===== config.mk =====
export PLATFORM = sky130hd
export DESIGN_NAME = seq_detect_prog_flat
export DESIGN_NICKNAME = d
export VERILOG_FILES = /design/src/rtl/seq_detect_prog_if.sv /design/src/rtl/seq_detect_prog.sv /design/src/flat_wrapper.sv
export SDC_FILE = /design/constraint.sdc
export NUM_CORES = 1
export LEC_CHECK = 0
export CAP_MARGIN = 10
export CORE_MARGIN = 2
export CORE_UTILIZATION = 54
export DETAILED_ROUTE_END_ITERATION = 10
export HOLD_SLACK_MARGIN = 0.06
export PLACE_DENSITY = 0.79
export SYNTH_ARGS = -nofsm -noshare
export SYNTH_HDL_FRONTEND = slang
export SYNTH_SLANG_ARGS = --single-unit

===== constraint.sdc =====
create_clock -name clk -period 7.9 [get_ports clk]
set_input_delay 1.185 -clock clk [delete_from_list [all_inputs] [get_ports clk]]
set_output_delay 1.185 -clock clk [all_outputs]
set_load 0.01 [all_outputs]

===== src/rtl/seq_detect_prog_if.sv =====
`default_nettype none
// +----------------------------------------------------------------------+
// | Module   : seq_detect_prog_if                                        |
// | Purpose  : Serial data, configuration and status signals of the      |
// |            programmable sequence detector.                           |
// | Revision : 1.0 - initial release                                     |
// +----------------------------------------------------------------------+
interface seq_detect_prog_if #(
  parameter int PAT_W = 4,
  parameter int LEN_W = 3,
  parameter int CNT_W = 8
);
  logic             in_valid;
  logic             in_bit;
  logic             cfg_load;
  logic [PAT_W-1:0] cfg_pattern;
  logic [LEN_W-1:0] cfg_len;
  logic             cfg_overlap;
  logic             cnt_clr;
  logic             armed;
  logic             match;
  logic [CNT_W-1:0] match_count;
  logic [LEN_W-1:0] fill;
  logic             cfg_err;

  // Stimulus side: drives data/config, observes status
  modport master (
    output in_valid, in_bit, cfg_load, cfg_pattern, cfg_len, cfg_overlap, cnt_clr,
    input  armed, match, match_count, fill, cfg_err
  );

  // Detector side
  modport slave (
    input  in_valid, in_bit, cfg_load, cfg_pattern, cfg_len, cfg_overlap, cnt_clr,
    output armed, match, match_count, fill, cfg_err
  );
endinterface
`default_nettype wire


===== src/rtl/seq_detect_prog.sv =====
`default_nettype none
// +----------------------------------------------------------------------+
// | Module   : seq_detect_prog                                           |
// | Purpose  : Runtime-programmable serial pattern detector with         |
// |            overlap control and a saturating match counter.           |
// | Revision : 1.0 - initial release                                     |
// +----------------------------------------------------------------------+
module seq_detect_prog #(
  parameter int PAT_W = 4,
  parameter int LEN_W = 3,
  parameter int CNT_W = 8
) (
  input  wire logic         clk,
  input  wire logic         reset,
  seq_detect_prog_if.slave  bus
);

  typedef enum logic [0:0] {
    UNCFG = 1'b0,
    RUN   = 1'b1
  } state_t;

  state_t           state_q, state_d;
  logic [PAT_W-1:0] hist_q, hist_d;
  logic [PAT_W-1:0] pat_q, pat_d;
  logic [LEN_W-1:0] len_q, len_d;
  logic [LEN_W-1:0] fill_q, fill_d;
  logic             ovl_q, ovl_d;
  logic             match_q, match_d;
  logic             cfg_err_q, cfg_err_d;
  logic [CNT_W-1:0] cnt_q, cnt_d;

  logic [PAT_W-1:0] w_mask;
  logic [PAT_W-1:0] w_hist_shift;
  logic [LEN_W-1:0] w_fill_inc;
  logic             w_cfg_ok;
  logic             w_hit;

  // Bit i takes part in the comparison only when it lies inside the active length
  for (genvar i = 0; i < PAT_W; i++) begin : g_mask
    assign w_mask[i] = (len_q > LEN_W'(i));
  end

  assign w_cfg_ok     = (bus.cfg_len != '0) && (bus.cfg_len <= LEN_W'(PAT_W));
  assign w_hist_shift = {hist_q[PAT_W-2:0], bus.in_bit};
  assign w_fill_inc   = (fill_q >= len_q) ? len_q : fill_q + 1'b1;
  assign w_hit        = (w_fill_inc >= len_q) && (((w_hist_shift ^ pat_q) & w_mask) == '0);

  // Next-state: configuration load has priority over data; counter clear overrides increment
  always_comb begin
    state_d   = state_q;
    hist_d    = hist_q;
    pat_d     = pat_q;
    len_d     = len_q;
    fill_d    = fill_q;
    ovl_d     = ovl_q;
    match_d   = 1'b0;
    cfg_err_d = 1'b0;
    cnt_d     = cnt_q;

    if (bus.cfg_load) begin
      if (w_cfg_ok) begin
        pat_d   = bus.cfg_pattern;
        len_d   = bus.cfg_len;
        ovl_d   = bus.cfg_overlap;
        hist_d  = '0;
        fill_d  = '0;
        state_d = RUN;
      end else begin
        cfg_err_d = 1'b1;
      end
    end else if (state_q == RUN && bus.in_valid) begin
      hist_d = w_hist_shift;
      fill_d = w_fill_inc;
      if (w_hit) begin
        match_d = 1'b1;
        if (!(&cnt_q)) begin
          cnt_d = cnt_q + 1'b1;
        end
        // Non-overlap mode needs a full fresh pattern before the next match
        if (!ovl_q) begin
          fill_d = '0;
        end
      end
    end

    if (bus.cnt_clr) begin
      cnt_d = '0;
    end
  end

  // State and datapath registers with asynchronous reset
  always_ff @(posedge clk or posedge reset) begin
    if (reset) begin
      state_q   <= UNCFG;
      hist_q    <= '0;
      pat_q     <= '0;
      len_q     <= '0;
      fill_q    <= '0;
      ovl_q     <= 1'b0;
      match_q   <= 1'b0;
      cfg_err_q <= 1'b0;
      cnt_q     <= '0;
    end else begin
      state_q   <= state_d;
      hist_q    <= hist_d;
      pat_q     <= pat_d;
      len_q     <= len_d;
      fill_q    <= fill_d;
      ovl_q     <= ovl_d;
      match_q   <= match_d;
      cfg_err_q <= cfg_err_d;
      cnt_q     <= cnt_d;
    end
  end

  assign bus.armed       = (state_q == RUN);
  assign bus.match       = match_q;
  assign bus.match_count = cnt_q;
  assign bus.fill        = fill_q;
  assign bus.cfg_err     = cfg_err_q;

endmodule
`default_nettype wire


===== src/flat_wrapper.sv =====
// flat-port wrapper written by rule: the top's interface ports become plain ports
module seq_detect_prog_flat 
#(
  parameter int PAT_W = 4,
  parameter int LEN_W = 3,
  parameter int CNT_W = 8
)
  (clk, reset, bus_in_valid, bus_in_bit, bus_cfg_load, bus_cfg_pattern, bus_cfg_len, bus_cfg_overlap, bus_cnt_clr, bus_armed, bus_match, bus_match_count, bus_fill, bus_cfg_err);
  seq_detect_prog_if #(.PAT_W(PAT_W), .LEN_W(LEN_W), .CNT_W(CNT_W)) bus_i ();
  input  wire logic clk;
  input  wire logic reset;
  input wire logic [$bits(bus_i.in_valid)-1:0] bus_in_valid;
  input wire logic [$bits(bus_i.in_bit)-1:0] bus_in_bit;
  input wire logic [$bits(bus_i.cfg_load)-1:0] bus_cfg_load;
  input wire logic [$bits(bus_i.cfg_pattern)-1:0] bus_cfg_pattern;
  input wire logic [$bits(bus_i.cfg_len)-1:0] bus_cfg_len;
  input wire logic [$bits(bus_i.cfg_overlap)-1:0] bus_cfg_overlap;
  input wire logic [$bits(bus_i.cnt_clr)-1:0] bus_cnt_clr;
  output wire logic [$bits(bus_i.armed)-1:0] bus_armed;
  output wire logic [$bits(bus_i.match)-1:0] bus_match;
  output wire logic [$bits(bus_i.match_count)-1:0] bus_match_count;
  output wire logic [$bits(bus_i.fill)-1:0] bus_fill;
  output wire logic [$bits(bus_i.cfg_err)-1:0] bus_cfg_err;
  assign bus_i.in_valid = bus_in_valid;
  assign bus_i.in_bit = bus_in_bit;
  assign bus_i.cfg_load = bus_cfg_load;
  assign bus_i.cfg_pattern = bus_cfg_pattern;
  assign bus_i.cfg_len = bus_cfg_len;
  assign bus_i.cfg_overlap = bus_cfg_overlap;
  assign bus_i.cnt_clr = bus_cnt_clr;
  assign bus_armed = bus_i.armed;
  assign bus_match = bus_i.match;
  assign bus_match_count = bus_i.match_count;
  assign bus_fill = bus_i.fill;
  assign bus_cfg_err = bus_i.cfg_err;
  seq_detect_prog #(.PAT_W(PAT_W), .LEN_W(LEN_W), .CNT_W(CNT_W)) u_core (.clk(clk), .reset(reset), .bus(bus_i));
endmodule

# Yosys cells after proc, flatten, opt, wreduce, memory -nomap -nowiden
# Index checks and enable logic that the tools add are counted.
dict set report word_totals {
  reg_bits 25
  in_bits 14
  output_inout_bits 14
  elab_cells 54
}
dict set report classes {
  addsub 2
  n_lt_le_gt_ge 7
  n_eq_ne 3
  n_mux 19
  bitwise_logic 2
  n_reduce_logical 12
}
# op n
set ops {}
lappend ops {{2-to-1 mux 8 bit} 5}
lappend ops {{2-to-1 mux 3 bit} 9}
lappend ops {{adder 8 x 1 -> 8 bit (second input constant)} 1}
lappend ops {{AND reduction 8 bit} 1}
lappend ops {{greater-or-equal comparator 3 bit} 2}
lappend ops {{> comparator 3 x 1 -> 1 bit (second input constant)} 2}
lappend ops {{> comparator 3 x 2 -> 1 bit (second input constant)} 2}
lappend ops {{nonzero test 2 bit} 3}
lappend ops {{2-to-1 mux 1 bit} 5}
lappend ops {{AND 4 bit} 1}
lappend ops {{logical NOT 4 bit} 1}
lappend ops {{inequality test 2 x 1 -> 1 bit (second input constant)} 2}
lappend ops {{AND reduction 2 bit} 2}
lappend ops {{AND reduction 4 bit} 1}
lappend ops {{bitwise XOR 4 bit} 1}
lappend ops {{adder 3 x 1 -> 3 bit (second input constant)} 1}
lappend ops {{<= comparator 3 bit (second input constant)} 1}
lappend ops {{logical AND 1 bit} 3}
lappend ops {{nonzero test 3 bit} 1}
lappend ops {{inequality test 2 bit (second input constant)} 1}

# Longest topological paths before layout
dict set report logic_depth {
  depth_word 8
  mapped_depth 14
  depth_no_buf 13
}

# Worst setup path before layout
# Ideal clock, no wire load.
dict set report synth_path {
  path_type {register to register}
  start {reg u_core.fill_q[0] (netlist: u_core.bus.fill[0])}
  end {reg u_core.cnt_q[0] (netlist: u_core.bus.match_count[0])}
  setup_time_ps 78
  arrival_ps 2698
  required_ps 7822
  path_slack_ps 5125
  path_stages_with_launch 14
  period_less_slack_ps 2775
  path_cell_list {dfrtp_1 inv_1 ha_1 o21ai_0 a21oi_1 mux2i_1 inv_1 ha_1 nand2_1 o21ai_0 nand3_2 buf_4 or3_1 a21oi_1}
}
dict set report synth_between {
  elab_chain_len 6
  word_cells_on_any_way 7
  classes_between {add/sub (1); order compare (2); mux (1); reduce/logical (3)}
}
# element line_no
set synth_lines {}
lappend synth_lines {{start: declaration} seq_detect_prog.sv:27} ;# logic [LEN_W-1:0] fill_q, fill_d;
lappend synth_lines {{start signal: assignment} seq_detect_prog.sv:109} ;# fill_q <= fill_d;
lappend synth_lines {{adder 3 x 1 -> 3 bit or greater-or-equal comparator 3 bit (tied branches)} seq_detect_prog.sv:46} ;# assign w_fill_inc = (fill_q >= len_q) ? len_q : fill_q + 1'b1;
lappend synth_lines {{2-to-1 mux 3 bit (*)} seq_detect_prog.sv:46}
lappend synth_lines {{greater-or-equal comparator 3 bit (*)} seq_detect_prog.sv:47} ;# assign w_hit = (w_fill_inc >= len_q) && (((w_hist_shift ^ pat_q) & w_mask) == '0);
lappend synth_lines {{logical AND 1 bit (*)} seq_detect_prog.sv:47}
lappend synth_lines {{nonzero test 2 bit (no source line) (*)} --}
lappend synth_lines {{AND reduction 4 bit (no source line) (*)} --}
lappend synth_lines {{end signal: assignment} seq_detect_prog.sv:113} ;# cnt_q <= cnt_d;
lappend synth_lines {{end: declaration} seq_detect_prog.sv:31} ;# logic [CNT_W-1:0] cnt_q, cnt_d;
# Mark *: on every way between the ends. The rest lies on a longest branch, timed or not.
# A chain may end at the register's enable or synchronous reset.

# Worst setup path in the final report
dict set report layout_path {
  start {reg u_core.len_q[2]}
  end {reg u_core.cnt_q[5] (netlist: u_core.bus.match_count[5])}
}
dict set report layout_between {
  elab_chain_len 6
  word_cells_on_any_way 12
  classes_between {order compare (6); mux (1); bitwise (1); reduce/logical (4)}
}
# element line_no
set layout_lines {}
lappend layout_lines {{start: declaration} seq_detect_prog.sv:26} ;# logic [LEN_W-1:0] len_q, len_d;
lappend layout_lines {{start signal: assignment} seq_detect_prog.sv:108} ;# len_q <= len_d;
lappend layout_lines {{greater-or-equal comparator 3 bit, or another cell as far along} seq_detect_prog.sv:46}
lappend layout_lines {{2-to-1 mux 3 bit or AND 4 bit (tied branches)} {seq_detect_prog.sv:46, seq_detect_prog.sv:47}}
lappend layout_lines {{greater-or-equal comparator 3 bit or logical NOT 4 bit (tied branches)} seq_detect_prog.sv:47}
lappend layout_lines {{logical AND 1 bit (*)} seq_detect_prog.sv:47}
lappend layout_lines {{nonzero test 2 bit (no source line) (*)} --}
lappend layout_lines {{AND reduction 4 bit (no source line) (*)} --}
# Marks and branches as above.

==> impl_metrics.json <==
{
  "avgSynthCellArea_um2": 9.919,
  "cts_max_level": 1,
  "rows": 18,
  "drt_pre_antenna_iters": 4,
  "cts.repair.resized": 0,
  "peakVddDrop_v": 0.0001519,
  "dp.final_hpwl_um": 2120,
  "maxCapViolCount": 0,
  "ant_nets": 0,
  "grt_overflow": 0,
  "syn_inst": 138,
  "post-route-min-period_ps": 3385,
  "die-area_um2": 2953,
  "clkTransAtPathRegs_ps": 130,
  "clk_latency_ps": 300,
  "power.leakage_nw": 0.7466,
  "r2r-start": "u_core.len_q[2]",
  "cts_tree": "done",
  "clock_path_buffers": 2,
  "syn_to_final_growth_pct": 22.76,
  "wirelength_um": 2748,
  "cp-endpoint": "u_core.bus.match_count[5]",
  "r2r-end": "u_core.bus.match_count[5]",
  "yosys_warnings": 0,
  "cpPeakStageDelay_ps": 580,
  "rsz0062_at_grt": "no",
  "place_congestion": 0.8027,
  "clock_sinks": 25,
  "crit_start": "u_core.len_q[2]",
  "layout_worst_path_cycle_share": 0.4284,
  "min-delay-path-class": "reg2reg",
  "path_depth": 12,
  "synth_common_cells": "dfrtp_1 (25), inv_1 (13), nand3_1 (12)",
  "ys.flop_type": "dfrtp_1",
  "ys_async_sr_fraction": 1.000,
  "nFillCells": 198,
  "finish.utilization": 0.6908,
  "floorplan.initialDensity": 0.5628,
  "crit_fanout": 16,
  "drtIter0Drc": 12,
  "antenna_cells": 0,
  "timing.setup.tns_ps": 0,
  "endpoint_kind": "flip-flop",
  "cts_hold_buffers": 0,
  "reg2reg_depth": 12,
  "drc": 0,
  "ys_seq_elements": 25,
  "synthesis.area_um2": 1369,
  "antenna_found_initial": 0,
  "drive_above_1_share": 0.07317,
  "grt_max_degree": 26,
  "hold_viol_final": 0,
  "die_w_um": 54.35,
  "crit_family": "simple AND/OR/NAND/NOR gates",
  "yosysTopAreaCellShare": 0.4570,
  "yosysTopAreaCell": "dfrtp_1",
  "grt_usage": 0.2044,
  "required_ps": 8130,
  "die_y_um": 54.35,
  "post-cts-setup-buffer-count": 0,
  "outcome": "completed",
  "synthMostInstantiatedCell": "dfrtp_1",
  "cp-start-kind": "flip-flop",
  "maxClockFrequency_ghz": 0.2954,
  "synth_area_leaders": "dfrtp_1 (46%), ha_1 (7.3%), mux2_2 (5.8%), nand3_1 (4.4%), o31ai_1 (4.4%)",
  "min_path_cells": 1,
  "max_slew_margin": 0.3732,
  "grt_pass1_wl_um": 4374,
  "syn-num-nets": 160,
  "tightest_slew_ps": 939.1,
  "via_count": 1111,
  "critPathKind": "reg2reg",
  "rrSetupSlack_ps": 4520,
  "core-area_um2": 2432,
  "drv_slew": 0,
  "final_nets": 187,
  "path_buf_inv": 2,
  "cts_root_buffer": "clkbuf_4",
  "setup_viol": 0,
  "first_global_vias": 1047,
  "skew_ps": 3.182,
  "ys_types": 27,
  "yosysSeqAreaShare": 0.4570,
  "slowest_stage": "or4_1",
  "synth_edf_count": 0,
  "power_density_nw_per_um2": 230.7,
  "cp.arrival_ps": 3610,
  "numCtsBuffers": 3,
  "vias_per_cell": 5.727,
  "routedWlPerCell_um": 14.16,
  "cp_cell_sequence": "inv_1 -> ha_1 -> nor2_1 -> a21oi_1 -> mux2i_1 -> inv_1 -> ha_1 -> nand2_1 -> o21ai_0 -> nand3_2 -> or4_1 -> a21oi_1",
  "io_buffers": 27,
  "boundaryPins": 28,
  "power_mw": 0.3876
}
[flip-flops by register name, indices dropped and copies added (netlist names)]
signal and count:
u_core.bus.match 1, u_core.ovl_q 1, u_core.len_q 3, u_core.bus.match_count 8
u_core.bus.cfg_err 1, u_core.bus.armed 1, u_core.pat_q 4, u_core.hist_q 3
u_core.bus.fill 3
[worst register-to-register path, stage by stage, from the launching register on]
cell     delay [ps]
dfrtp_1         500
inv_1           110
ha_1            300
nor2_1           40
a21oi_1         310
mux2i_1         320
inv_1            70
ha_1            290
nand2_1          50
o21ai_0         260
nand3_2         310
or4_1           580
a21oi_1         160
[layout make-up]
cell class	count	area (um2)	share of cell area
well taps	30	37.54	0.02234
inverters	13	48.80	0.02904
clock buffers	4	26.28	0.01564
repair buffers	27	270.3	0.1608
flip-flops and latches	25	625.6	0.3723
multi-input cells	95	671.9	0.3999
[worst min path at each step]
stage,from,end,slack [ps]
2_1_floorplan,u_core.ovl_q,u_core.ovl_q,480
3_3_place_gp,u_core.bus.armed,u_core.bus.armed,490
3_5_place_dp,u_core.bus.armed,u_core.bus.armed,490
4_1_cts,u_core.bus.armed,u_core.bus.armed,520
5_1_grt,u_core.bus.armed,u_core.bus.armed,550
6_report,u_core.bus.armed,u_core.bus.armed,520
[cells in the final DEF, fill, tap and decap left out, drive strengths merged]
master / n
a21oi: 11
nand2: 3
inv: 13
o21ai: 9
and3: 4
ha: 8
nor2: 7
nand2b: 1
o31ai: 8
nor2b: 2
a31o: 1
a222oi: 1
xnor2: 1
xor2: 5
or3: 3
a221oi: 1
dfrtp: 25
a21o: 1
or4: 5
nand3b: 1
mux2: 7
mux2i: 3
clkdlybuf4s50: 27
clkbuf: 4
nand3: 13
[logic make-up (layout without fill, tap and decap cells)]
family / Yosys count / after routing / synth area share
compound gates: 32 / 32 / 0.1426
flops: 25 / 25 / 0.4570
buf+inv: 18 / 44 / 0.05210
xor+xnor: 6 / 6 / 0.03839
simple gates: 39 / 39 / 0.1572
mux: 10 / 10 / 0.07953
fa+ha+maj: 8 / 8 / 0.07313
[power breakdown]
group          leakage [nW]  internal, mW  switching (mW)  total (mW)
registers             0.323         0.146          0.0188       0.165
clock network        0.0150        0.0196          0.0346      0.0542
logic                 0.409        0.0769          0.0920       0.169
[stage by stage]
step	instances	area, um2	worst slack, ps	hold slack (ps)
detailed placement	190	1654	4540	489.0
floorplan	138	1369	5125	480.2
global route	194	1680	4200	548.4
CTS	194	1680	4530	521.0
global placement	190	1654	4648	492.0
finish	194	1680	4515	517.0
[per-layer routing]
metal | global-route usage | vias up | routed length (um)
li1 | - | 549 | -
met1 | 0.2386 | 544 | 1184
met2 | 0.3835 | 14 | 1481
met3 | 0.03005 | 4 | 59
met4 | 0.05833 | 0 | 23
met5 | 0 | - | 0
No activity file was read; power rests on OpenSTA's default activity.
